`config.mk`:
```
export PLATFORM = sky130hd
export DESIGN_NAME = alu_share_arbiter
export DESIGN_NICKNAME = d
export VERILOG_FILES = /design/src/rtl/alu_share_arbiter.sv
export SDC_FILE = /design/constraint.sdc
export NUM_CORES = 1
export LEC_CHECK = 0
export CORE_MARGIN = 2
export CORE_UTILIZATION = 35
export DETAILED_ROUTE_END_ITERATION = 8
export GPL_TIMING_DRIVEN = 0
export PLACE_DENSITY = 0.75
export RECOVER_POWER = 100
export SLEW_MARGIN = 20
export SYNTH_ARGS = -nofsm -noshare
export SYNTH_HDL_FRONTEND = slang
export SYNTH_SLANG_ARGS = --single-unit
```
`constraint.sdc`:
```
create_clock -name clk -period 4.04 [get_ports clk]
set_clock_uncertainty 0.15 [all_clocks]
set_input_delay 1.212 -clock clk [delete_from_list [all_inputs] [get_ports clk]]
set_output_delay 1.212 -clock clk [all_outputs]
set_load 0.1 [all_outputs]
```
`src/rtl/alu_share_arbiter.sv`:
```
// -----------------------------------------------------------------------------
// alu_share_arbiter
//
// Lets two requesters share one 32-bit combinational ALU. Requests arrive over
// valid/ready handshakes and are granted round-robin. The winner's operands are
// registered onto the ALU inputs. The ALU result is captured one cycle later
// and held on the response bus until the owning requester accepts it.
//
// Ports
//   clk, reset                 clock, synchronous active-high reset
//   req_valid/req_ready[1:0]   request handshake, bit i = requester i
//   req_in1_*, req_in2_*       operands per requester
//   req_ctl_*, req_sign[1:0]   ALU control code and signed flag per requester
//   rsp_valid/rsp_ready[1:0]   response handshake, bit i = requester i
//   rsp_data, rsp_zero         captured ALU result and zero flag (shared bus)
//   alu_in1/in2/ctl/sign       registered operands driven to the ALU
//   alu_out, alu_zero          ALU result inputs
//   ops_done                   count of completed response handshakes (wraps)
// -----------------------------------------------------------------------------
module alu_share_arbiter #(
    parameter int DATA_W = 32,
    parameter int CTL_W  = 5,
    parameter int CNT_W  = 16
) (
    input  logic              clk,
    input  logic              reset,
    input  logic [1:0]        req_valid,
    output logic [1:0]        req_ready,
    input  logic [DATA_W-1:0] req_in1_0,
    input  logic [DATA_W-1:0] req_in1_1,
    input  logic [DATA_W-1:0] req_in2_0,
    input  logic [DATA_W-1:0] req_in2_1,
    input  logic [CTL_W-1:0]  req_ctl_0,
    input  logic [CTL_W-1:0]  req_ctl_1,
    input  logic [1:0]        req_sign,
    output logic [1:0]        rsp_valid,
    input  logic [1:0]        rsp_ready,
    output logic [DATA_W-1:0] rsp_data,
    output logic              rsp_zero,
    output logic [DATA_W-1:0] alu_in1,
    output logic [DATA_W-1:0] alu_in2,
    output logic [CTL_W-1:0]  alu_ctl,
    output logic              alu_sign,
    input  logic [DATA_W-1:0] alu_out,
    input  logic              alu_zero,
    output logic [CNT_W-1:0]  ops_done
);

    typedef enum logic [1:0] {
        ST_IDLE = 2'b00,
        ST_EXEC = 2'b01,
        ST_RESP = 2'b10
    } state_t;

    localparam logic [CNT_W-1:0] CNT_ONE = {{(CNT_W-1){1'b0}}, 1'b1};

    // Registered state and outputs
    state_t              state_q,    state_d;
    logic                prio_q,     prio_d;
    logic                owner_q,    owner_d;
    logic [DATA_W-1:0]   alu_in1_q,  alu_in1_d;
    logic [DATA_W-1:0]   alu_in2_q,  alu_in2_d;
    logic [CTL_W-1:0]    alu_ctl_q,  alu_ctl_d;
    logic                alu_sign_q, alu_sign_d;
    logic [1:0]          rsp_valid_q, rsp_valid_d;
    logic [DATA_W-1:0]   rsp_data_q, rsp_data_d;
    logic                rsp_zero_q, rsp_zero_d;
    logic [CNT_W-1:0]    ops_done_q, ops_done_d;

    // Combinational helpers
    logic                winner_s;
    logic [1:0]          req_ready_s;
    logic                accept_s;
    logic                rsp_fire_s;
    logic [DATA_W-1:0]   sel_in1_s;
    logic [DATA_W-1:0]   sel_in2_s;
    logic [CTL_W-1:0]    sel_ctl_s;
    logic                sel_sign_s;

    // Pick the winner: a lone valid requester wins, a tie goes to prio.
    always_comb begin
        winner_s = 1'b0;
        if (req_valid == 2'b11) begin
            winner_s = prio_q;
        end else if (req_valid[1]) begin
            winner_s = 1'b1;
        end else begin
            winner_s = 1'b0;
        end
    end

    // Ready is one-hot to the winner, only in IDLE and never while in reset.
    always_comb begin
        req_ready_s = 2'b00;
        if (!reset && (state_q == ST_IDLE) && (req_valid != 2'b00)) begin
            req_ready_s = winner_s ? 2'b10 : 2'b01;
        end else begin
            req_ready_s = 2'b00;
        end
    end

    // Operand mux toward the ALU registers, steered by the winner.
    always_comb begin
        sel_in1_s  = winner_s ? req_in1_1 : req_in1_0;
        sel_in2_s  = winner_s ? req_in2_1 : req_in2_0;
        sel_ctl_s  = winner_s ? req_ctl_1 : req_ctl_0;
        sel_sign_s = winner_s ? req_sign[1] : req_sign[0];
    end

    assign accept_s   = (req_valid & req_ready_s) != 2'b00;
    // Only the owner's ready matters; the other requester's ready is ignored.
    assign rsp_fire_s = (state_q == ST_RESP) && rsp_ready[owner_q];

    // Next-state logic of the IDLE -> EXEC -> RESP sequencer.
    always_comb begin
        state_d     = state_q;
        prio_d      = prio_q;
        owner_d     = owner_q;
        alu_in1_d   = alu_in1_q;
        alu_in2_d   = alu_in2_q;
        alu_ctl_d   = alu_ctl_q;
        alu_sign_d  = alu_sign_q;
        rsp_valid_d = rsp_valid_q;
        rsp_data_d  = rsp_data_q;
        rsp_zero_d  = rsp_zero_q;
        ops_done_d  = ops_done_q;
        case (state_q)
            ST_IDLE: begin
                if (accept_s) begin
                    alu_in1_d  = sel_in1_s;
                    alu_in2_d  = sel_in2_s;
                    alu_ctl_d  = sel_ctl_s;
                    alu_sign_d = sel_sign_s;
                    owner_d    = winner_s;
                    state_d    = ST_EXEC;
                end else begin
                    state_d    = ST_IDLE;
                end
            end
            ST_EXEC: begin
                // ALU has had a full cycle on stable operands; capture now.
                rsp_data_d  = alu_out;
                rsp_zero_d  = alu_zero;
                rsp_valid_d = owner_q ? 2'b10 : 2'b01;
                state_d     = ST_RESP;
            end
            ST_RESP: begin
                if (rsp_fire_s) begin
                    rsp_valid_d = 2'b00;
                    ops_done_d  = ops_done_q + CNT_ONE;
                    // Hand the next tie to the requester just served's peer.
                    prio_d      = ~owner_q;
                    state_d     = ST_IDLE;
                end else begin
                    state_d     = ST_RESP;
                end
            end
            default: begin
                rsp_valid_d = 2'b00;
                state_d     = ST_IDLE;
            end
        endcase
    end

    // State and output registers with synchronous reset.
    always_ff @(posedge clk) begin
        if (reset) begin
            state_q     <= ST_IDLE;
            prio_q      <= 1'b0;
            owner_q     <= 1'b0;
            alu_in1_q   <= '0;
            alu_in2_q   <= '0;
            alu_ctl_q   <= '0;
            alu_sign_q  <= 1'b0;
            rsp_valid_q <= 2'b00;
            rsp_data_q  <= '0;
            rsp_zero_q  <= 1'b0;
            ops_done_q  <= '0;
        end else begin
            state_q     <= state_d;
            prio_q      <= prio_d;
            owner_q     <= owner_d;
            alu_in1_q   <= alu_in1_d;
            alu_in2_q   <= alu_in2_d;
            alu_ctl_q   <= alu_ctl_d;
            alu_sign_q  <= alu_sign_d;
            rsp_valid_q <= rsp_valid_d;
            rsp_data_q  <= rsp_data_d;
            rsp_zero_q  <= rsp_zero_d;
            ops_done_q  <= ops_done_d;
        end
    end

    assign req_ready = req_ready_s;
    assign rsp_valid = rsp_valid_q;
    assign rsp_data  = rsp_data_q;
    assign rsp_zero  = rsp_zero_q;
    assign alu_in1   = alu_in1_q;
    assign alu_in2   = alu_in2_q;
    assign alu_ctl   = alu_ctl_q;
    assign alu_sign  = alu_sign_q;
    assign ops_done  = ops_done_q;

endmodule

```
==> run metrics, run 1 <==
status completed; Detail Placement HPWL 13580 µm; Bufs on Longest Clock Path 2; most common cell after layout, fill and taps aside clkdlybuf4s50_1; first-pass GRT wire length 28490 µm; post-synth cell types 33; commonest cells after routing, fill and taps aside 177 x clkdlybuf4s50_1, 125 x dfxtp_1, 122 x dlygate4sd3_1; CP startpoint kind input port; Pre-antenna DRT Iters 4; initial antenna violation count 0; CTS Buf Count 17; hold_buf cts 0; max-slew violation count 0; Rel. slew slack 25.72%; gpl congestion 0.8591; Syn Area/Cell 8.978 µm²; n_diodes 0; Synth area leaders dfxtp_1 48%, mux2i_1 14%, a211oi_1 10%, nor2_1 6.6%, nand2_1 4.9%; port bufs 301; Die Y 125.6 µm; share of layout cells above drive strength 1 5.176%; CTS H-tree lvls 4; final worst path period need 3.930 ns; Hold WS 0.2982 ns; register bit total from synthesis 125; Final Setup Violations 0; IO Count 302; Die ar. 15760 µm²; crit path max fanout 3; Lkg Pwr 3.953 nW; clk_lat worst skew 0.42 ns; Mapped Nets 756; Yosys top cell area share 48.39%; Yosys top cell by area dfxtp_1; Cells after Synth 576; Routed WL 17810 µm; sequential fraction of the synthesis area 48.39%; Sink Count 125; Layout Utilization 62.91%; # DRC 0; Initial Utilization 35.72%; Max-Cap Viols 0; first-iteration detailed-routing DRC count 232; die width 125.6 µm; worst slew pin tran 1.111 ns; Post-DRT Antenna Nets 0; Critical Path RT 2.68 ns; P&R area growth vs syn 76.14%; RSZ-0062 raised after global routing no; Root Driver clkbuf_16; largest net degree at the start of global routing 20; number of synthesis warnings 0; Reg clk slew, reported paths 0.05 ns; WP data arrival 2.57 ns; Hold/Removal Path Class reg -> reg; core footprint 14480 µm²; WL/cell 16.31 µm; num rows 44; Syn Std Cell Area 5171 µm²; GRT Residual Overflow 0; kind of critical path in -> out; crit path capture type output pin; fillers 1277; vias in the first global route 5387; Peak supply drop 0.3018 mV; Final Hold Fails 0; via density per instance 4.881; power per standard cell area 516.6 nW/µm²; Final #Nets 1075; period utilization 97.29%; CTS tree built; routed vias 5330; fmax 0.2544 GHz; GRT Resource Usage Total 22.93%
cell families (layout without fill, tap and decap cells):
| group | after synthesis | after routing | share of synthesized area, % |
|---|---|---|---|
| XOR/XNOR | 10 | 10 | 1.694 |
| AO/OA/AOI/OAI | 123 | 123 | 15.80 |
| adder cells (fa/ha/maj) | 1 | 1 | 0.2419 |
| AND/OR/NAND/NOR | 192 | 192 | 15.75 |
| flip-flops | 125 | 125 | 48.39 |
| multiplexers | 73 | 73 | 14.15 |
| buffers and inverters | 52 | 384 | 3.968 |
flip-flops by register name, summed over array words and instances, names as in the netlist:
signal	cells
alu_in1	32
alu_ctl	5
alu_in2	32
rsp_valid	2
state_q	2
ops_done	16
rsp_zero	1
alu_sign	1
owner_q	1
prio_q	1
rsp_data	32
report_power, final:
group          leakage [nW]  internal (mW)  switching [mW]
clock network         0.327           1.21           0.554
logic                  2.60          0.421            1.12
registers              1.03           1.35          0.0565
cell type report:
cell class	count	area, µm²	area share (%)
timing repair buffer	302	3015	33.10
sequential	125	2502	27.47
multi-input combinational	399	2471	27.13
clock buffer	22	474.2	5.206
tap	184	230.2	2.527
clock inverter	10	209.0	2.294
buffer	45	187.7	2.060
inverter	5	18.77	0.2060
Yosys cell counts:
library cell	count
nor4_1	3
ha_1	1
a21o_1	1
a31o_2	2
a311oi_1	1
a22oi_1	2
nand4_1	3
dfxtp_1	125
nor2_1	91
o21ai_0	3
nor3_1	6
nor4b_1	1
o21a_1	1
buf_2	8
nand2b_1	3
inv_1	5
mux2_2	1
xor2_1	2
nand4b_4	1
and2_1	1
xnor2_1	8
clkbuf_1	28
or2b_1	1
or3_4	1
nor2b_1	3
a21oi_1	41
mux2i_1	72
o31ai_1	2
or4_1	2
nand3_1	8
buf_1	11
nand2_1	68
a211oi_1	70
stage by stage:
stage,cell area (µm²),power [mW],cells,worst slack [ns],TNS (ns)
after floorplan,5184,2.522,576,0.1133,0
after global placement,8427,3.010,1061,-1.562,-2.757
after detailed placement,8427,3.018,1061,-1.542,-2.722
after CTS,9112,4.786,1092,0.02203,0
after global routing,9109,4.878,1092,0.03365,0
final,9109,4.706,1092,0.1095,0
path summary, 6_finish.rpt:
path                            startpoint                       end  slack, ns  cells after the start
hold reg to reg   rsp_data[2]$_SDFFE_PP0N_  rsp_data[2]$_SDFFE_PP0N_       0.30                      2
hold / removal    rsp_data[2]$_SDFFE_PP0N_  rsp_data[2]$_SDFFE_PP0N_       0.30                      2
setup / recovery              req_valid[0]              req_ready[0]       0.11                      6
setup reg to reg     state_q[1]$_SDFF_PP0_   alu_in2[6]$_SDFFE_PP0P_       1.49                      7
layer usage:
layer	routed length (µm)	GRT usage, %	vias up	share of wire [%]
met5	0	0	-	0
met1	6929	25.55	2403	39
li1	-	-	2666	-
met3	1730	9.285	38	9.7
met4	515	10.07	0	2.9
met2	8637	38.57	223	48
critical path, cell delays in order:
cell             delay, ns
clkdlybuf4s50_1       0.52
inv_1                 0.06
o21ai_0               0.21
buf_6                 0.15
and2_2                0.13
buf_4                 0.28
what timing repair did:
action	CTS	global route
setup buffers	1	0
setup endpoints to repair	2	1
pin swaps	0	0
hold endpoints to repair	0	0
resized for setup	15	3
Power figures use the tool's default switching activity.
==> run 2, diff against run 1 <==
--- a/config.mk
+++ b/config.mk
@@ -8,8 +8,8 @@
 export CORE_MARGIN = 2
 export CORE_UTILIZATION = 35
 export DETAILED_ROUTE_END_ITERATION = 8
+export DONT_BUFFER_PORTS = 1
 export GPL_TIMING_DRIVEN = 0
-export PLACE_DENSITY = 0.75
 export RECOVER_POWER = 100
 export SLEW_MARGIN = 20
 export SYNTH_ARGS = -nofsm -noshare
==> run 2 against run 1 <==
  * Via count is 21% lower
  * Sequential share of layout area is 14 points higher
  * Highest routed layer unchanged
  * Critical path type unchanged
  * First-iteration DRC count down 25%
  * Clock power fell by 9%
  * Non-clock buffer count down 301
  * Routed wire length fell by 15%
==> run metrics, run 2 (same netlist as run 1, synthesis figures left out) <==
Critical R2R Capture ops_done[12]$_SDFFE_PP0P_; worst-path cell chain clkbuf_2, clkbuf_4, nor3_4; Final #Nets 774; met1 GRT Util 20.15%; most common cell after layout, fill and taps aside dfxtp_1; slowest CP cell nor3_4; core footprint 14480 µm²; final worst path period need 3.910 ns; Detail Placement HPWL 11620 µm; Final WS setup 0.1300 ns; Final Hold Fails 0; Critical Path RT 2.68 ns; min-delay src prio_q$_SDFFE_PP0P_; NetSw 1.654 mW; max-slew violation count 0; first-pass GRT wire length 22480 µm; period utilization 96.78%; critical path depth 3; initial antenna violation count 0; Max-Cap Viols 0; Reg clk slew, reported paths 0.05 ns; CP delay by family, top simple AND/OR/NAND/NOR gates; IO Count 302; Bufs on Longest Clock Path 2; Pre-antenna DRT Iters 4; via density per instance 5.315; Initial Utilization 35.72%; port bufs 0; CTS H-tree lvls 4; clock share of power 38.1%; crit path capture req_ready[1]; Hold/Removal Path Class reg -> reg; n_diodes 0; crit path max fanout 10; Max stage delay on crit path 0.84 ns; num rows 44; most used routing layer in global routing met2; GRT Resource Usage Total 18.39%; routed vias 4199; Die ar. 15760 µm²; crit path capture type output pin; worst r2r path cells 5; CTS Buf Count 17; CP startpoint kind input port; Routed WL 15120 µm; combinational power share 9.0%; Final Setup Violations 0; internal cell power 2.564 mW; dpl ws -0.2577 ns; fmax 0.2558 GHz; Die Y 125.6 µm; Post-DRT Antenna Nets 0; WP data arrival 2.55 ns; share of layout cells above drive strength 1 6.931%; status completed; P&R area growth vs syn 16.53%; Reg power frac 52.9%; # DRC 0; gpl congestion 0.8022; WL/cell 19.14 µm; Sink Count 125; Post-CTS Setup Repair Bufs 0; largest net degree at the start of global routing 20; GRT Residual Overflow 0; Lkg Pwr 2.482 nW; R2R setup slack 1.18 ns; CTS tree built; met3 Track Usage GR 7.702%; worst slew pin tran 1.151 ns; Root Driver clkbuf_16; Layout Utilization 41.62%; commonest cells after routing, fill and taps aside 125 x dfxtp_1, 91 x nor2_1, 72 x mux2i_1; Buffers & Inverters on Critical Path 2; die width 125.6 µm; fillers 1438; power per standard cell area 699.9 nW/µm²; Sw Ratio 39.22%; Rel. slew slack 23.18%; first-iteration detailed-routing DRC count 173; met2 Resource Use GR 31.80%; kind of critical path in -> out; Peak supply drop 0.3178 mV; clk_lat worst skew 0.41 ns; vias in the first global route 4054; Crit. Startpoint reset; RSZ-0062 raised after global routing no; r2r startpoint ops_done[1]$_SDFFE_PP0P_
run 2: repair_timing:
action / CTS / global route
hold buffers: 0 / 0
resized for setup: 3 / 0
hold endpoints to repair: 0 / 0
setup endpoints to repair: 2 / 0
run 2: tightest hold or removal path: cells and delay by family (launching register included):
kind	cells	cell delay (ns)
simple gates	1	0.11
compound gates	1	0.06
flops	1	0.31
run 2: metrics by stage:
stage / power [mW] / area [µm²] / instances / hold slack (ns) / setup TNS, ns
4_1_cts: 4.255 / 6032 / 790 / 0.3842 / 0
6_report: 4.218 / 6026 / 790 / 0.3744 / 0
3_5_place_dp: 2.641 / 5414 / 760 / 0.3732 / -0.4636
2_1_floorplan: 2.522 / 5184 / 576 / 0.3232 / 0
3_3_place_gp: 2.621 / 5414 / 760 / 0.3731 / -0.3823
5_1_grt: 4.358 / 6026 / 790 / 0.4355 / 0
run 2: how the worst min path moves through the flow:
stage | to | slack, ns | cells after the start
final | prio_q$_SDFFE_PP0P_ | 0.37 | 2
after global placement | prio_q$_SDFFE_PP0P_ | 0.37 | 2
after floorplan | prio_q$_SDFFE_PP0P_ | 0.32 | 2
after detailed placement | prio_q$_SDFFE_PP0P_ | 0.37 | 2
after CTS | prio_q$_SDFFE_PP0P_ | 0.38 | 2
after global routing | prio_q$_SDFFE_PP0P_ | 0.44 | 2
run 2: final cells by class:
type                    count  area, µm²  share of cell area (%)
flip-flops and latches    125       2502                   41.53
multi-input cells         399       2471                   41.01
clock buffers              24      481.7                   7.994
well taps                 184      230.2                   3.821
plain buffers              46      186.4                   3.094
clock inverters             7      135.1                   2.243
inverters                   5      18.77                  0.3115
run 2: power groups by stage:
stage | Combinational [mW] | Clock (mW) | Sequential [mW]
2_1_floorplan | 0.302 | 0 | 2.22
3_3_place_gp | 0.369 | 0 | 2.25
3_5_place_dp | 0.386 | 0 | 2.26
4_1_cts | 0.386 | 1.64 | 2.23
5_1_grt | 0.431 | 1.68 | 2.24
6_report | 0.381 | 1.61 | 2.23
run 2: metal layers:
metal | wire length (µm) | vias to the layer above
met3 | 1438 | 16
met1 | 5877 | 1930
met5 | 0 | -
met4 | 211 | 0
li1 | - | 2060
met2 | 7597 | 193
==> run 3, diff against run 2 <==
==> constraint.sdc (replaced) <==
create_clock -name clk -period 4.04 [get_ports clk]
set_clock_uncertainty 0.15 [all_clocks]
set_input_delay 0.404 -clock clk [delete_from_list [all_inputs] [get_ports clk]]
set_output_delay 0.404 -clock clk [all_outputs]
set_load 0.1 [all_outputs]
==> run 3 against run 2 <==
  * Combinational power rose by 7.6%
  * Sequential share of layout area fell by 2.3 points
  * Routed wire length rose by 4.5%
  * Worst setup slack improved by 0.44 ns
  * Worst hold slack got worse by 0.30 ns
  * Register-to-register slack got worse by 0.11 ns
  * Critical endpoint is now req_ready[0]
  * Largest power group unchanged
  * Highest routed layer unchanged
==> run metrics, run 3 (same netlist as run 1, synthesis figures left out) <==
status completed; GRT Residual Overflow 0; commonest cells after routing, fill and taps aside 125 x dfxtp_1, 91 x nor2_1, 72 x mux2i_1; largest net degree at the start of global routing 17; R2R setup slack 1.07 ns; Detail Placement HPWL 11770 µm; crit path max fanout 10; Routed WL 15800 µm; CP startpoint kind flip-flop; r2r startpoint ops_done[3]$_SDFFE_PP0P_; die width 125.6 µm; Hold/Removal Path Class in -> reg; Post-DRT Antenna Nets 0; P&R area growth vs syn 23.47%; filler-free cell count of the finished design 827; crit path capture req_ready[0]; Final #Nets 810; first-pass GRT wire length 24030 µm; Crit. Startpoint prio_q$_SDFFE_PP0P_; Die ar. 15760 µm²; clk_lat worst skew 0.41 ns; RSZ-0062 raised after global routing no; Bufs on Longest Clock Path 2; CTS Buf Count 17; vias in the first global route 4510; setup_tns 0 ns; Root Driver clkbuf_16; port bufs 0; CTS tree built; Pwr Total 4.247 mW; max-slew violation count 0; Critical Path RT 3.49 ns; most common cell after layout, fill and taps aside dfxtp_1; WP data arrival 2.92 ns; Final Setup Violations 0; Lkg Pwr 2.582 nW; worst slew pin tran 1.437 ns; Seq. cell area 2502 µm²; # DRC 0; fillers 1381; IO Count 302; Final Hold Fails 0; power per standard cell area 665.1 nW/µm²; initial antenna violation count 0; Pre-antenna DRT Iters 4; Sink Count 125; Reg clk slew, reported paths 0.06 ns; Max-Cap Viols 0; WL/cell 19.11 µm; Die Y 125.6 µm; kind of critical path reg -> out; routed vias 4430; num rows 44; Peak supply drop 0.3412 mV; n_diodes 0; share of layout cells above drive strength 1 6.532%; via density per instance 5.357; worst r2r path cells 4; Critical R2R Capture ops_done[14]$_SDFFE_PP0P_; final worst path period need 3.472 ns; CTS H-tree lvls 4; GRT Resource Usage Total 19.32%; crit path capture type output pin; placed insts 761; fmax 0.2880 GHz; Hold WS 0.07716 ns; core footprint 14480 µm²; Rel. slew slack 4.176%; Initial Utilization 35.72%; gpl congestion 0.8084; area of the multi-input gates 2449 µm²; first-iteration detailed-routing DRC count 224; period utilization 85.95%
-- run 3: worst min-delay path by stage --
stage / endpoint / cells after the start / from / slack (ns)
detailed placement: prio_q$_SDFFE_PP0P_ / 2 / prio_q$_SDFFE_PP0P_ / 0.34
CTS: alu_in1[25]$_SDFFE_PP0P_ / 2 / req_in1_1[25] / 0.07
floorplan: prio_q$_SDFFE_PP0P_ / 2 / prio_q$_SDFFE_PP0P_ / 0.32
global route: alu_in1[23]$_SDFFE_PP0P_ / 2 / req_in1_1[23] / 0.07
global placement: prio_q$_SDFFE_PP0P_ / 2 / prio_q$_SDFFE_PP0P_ / 0.34
finish: alu_in2[26]$_SDFFE_PP0P_ / 2 / req_in2_1[26] / 0.08
-- run 3: through the flow --
stage | cell area [µm²] | setup WS (ns) | utilization (%)
final | 6385 | 0.5677 | 44.10
after global routing | 6385 | 0.4516 | 44.10
after CTS | 6406 | 0.7888 | 44.24
after detailed placement | 5434 | 1.129 | 37.53
after global placement | 5401 | 0.1283 | 37.31
after floorplan | 5171 | 0.4944 | -
-- run 3: layer usage --
metal | up-vias | wire, µm | GRT usage [%]
li1 | 2131 | - | -
met1 | 2082 | 6104 | 20.83
met2 | 205 | 8109 | 34.69
met3 | 12 | 1424 | 8.344
met4 | 0 | 161 | 4.837
met5 | - | 0 | 0
-- run 3: timing repair --
item | 4_1_cts | 5_1_grt
resized for setup | 0 | 0
hold buffers | 34 | 0
setup buffers | 0 | 0
endpoints found under the hold margin | 34 | 0
-- run 3: where the power goes --
part	internal [mW]	total (mW)	switching, mW
Clock	1.05	1.60	0.550
Sequential	1.35	2.23	0.885
Combinational	0.163	0.410	0.247
Total	2.57	4.25	1.68
-- run 3: area by class of cell --
cell class	count	share of cell area, %
inverter	5	0.2939
buffer	47	2.900
timing repair buffer	35	5.761
sequential	125	39.19
clock buffer	24	7.858
tap	184	3.606
clock inverter	8	2.038
multi-input combinational	399	38.35
-- run 3: worst max-delay path: stages, from the launching register on --
cell and delay, ns:
dfxtp_1 0.31, o21ai_0 0.16, buf_2 0.30, clkbuf_1 0.55
and2_0 1.18
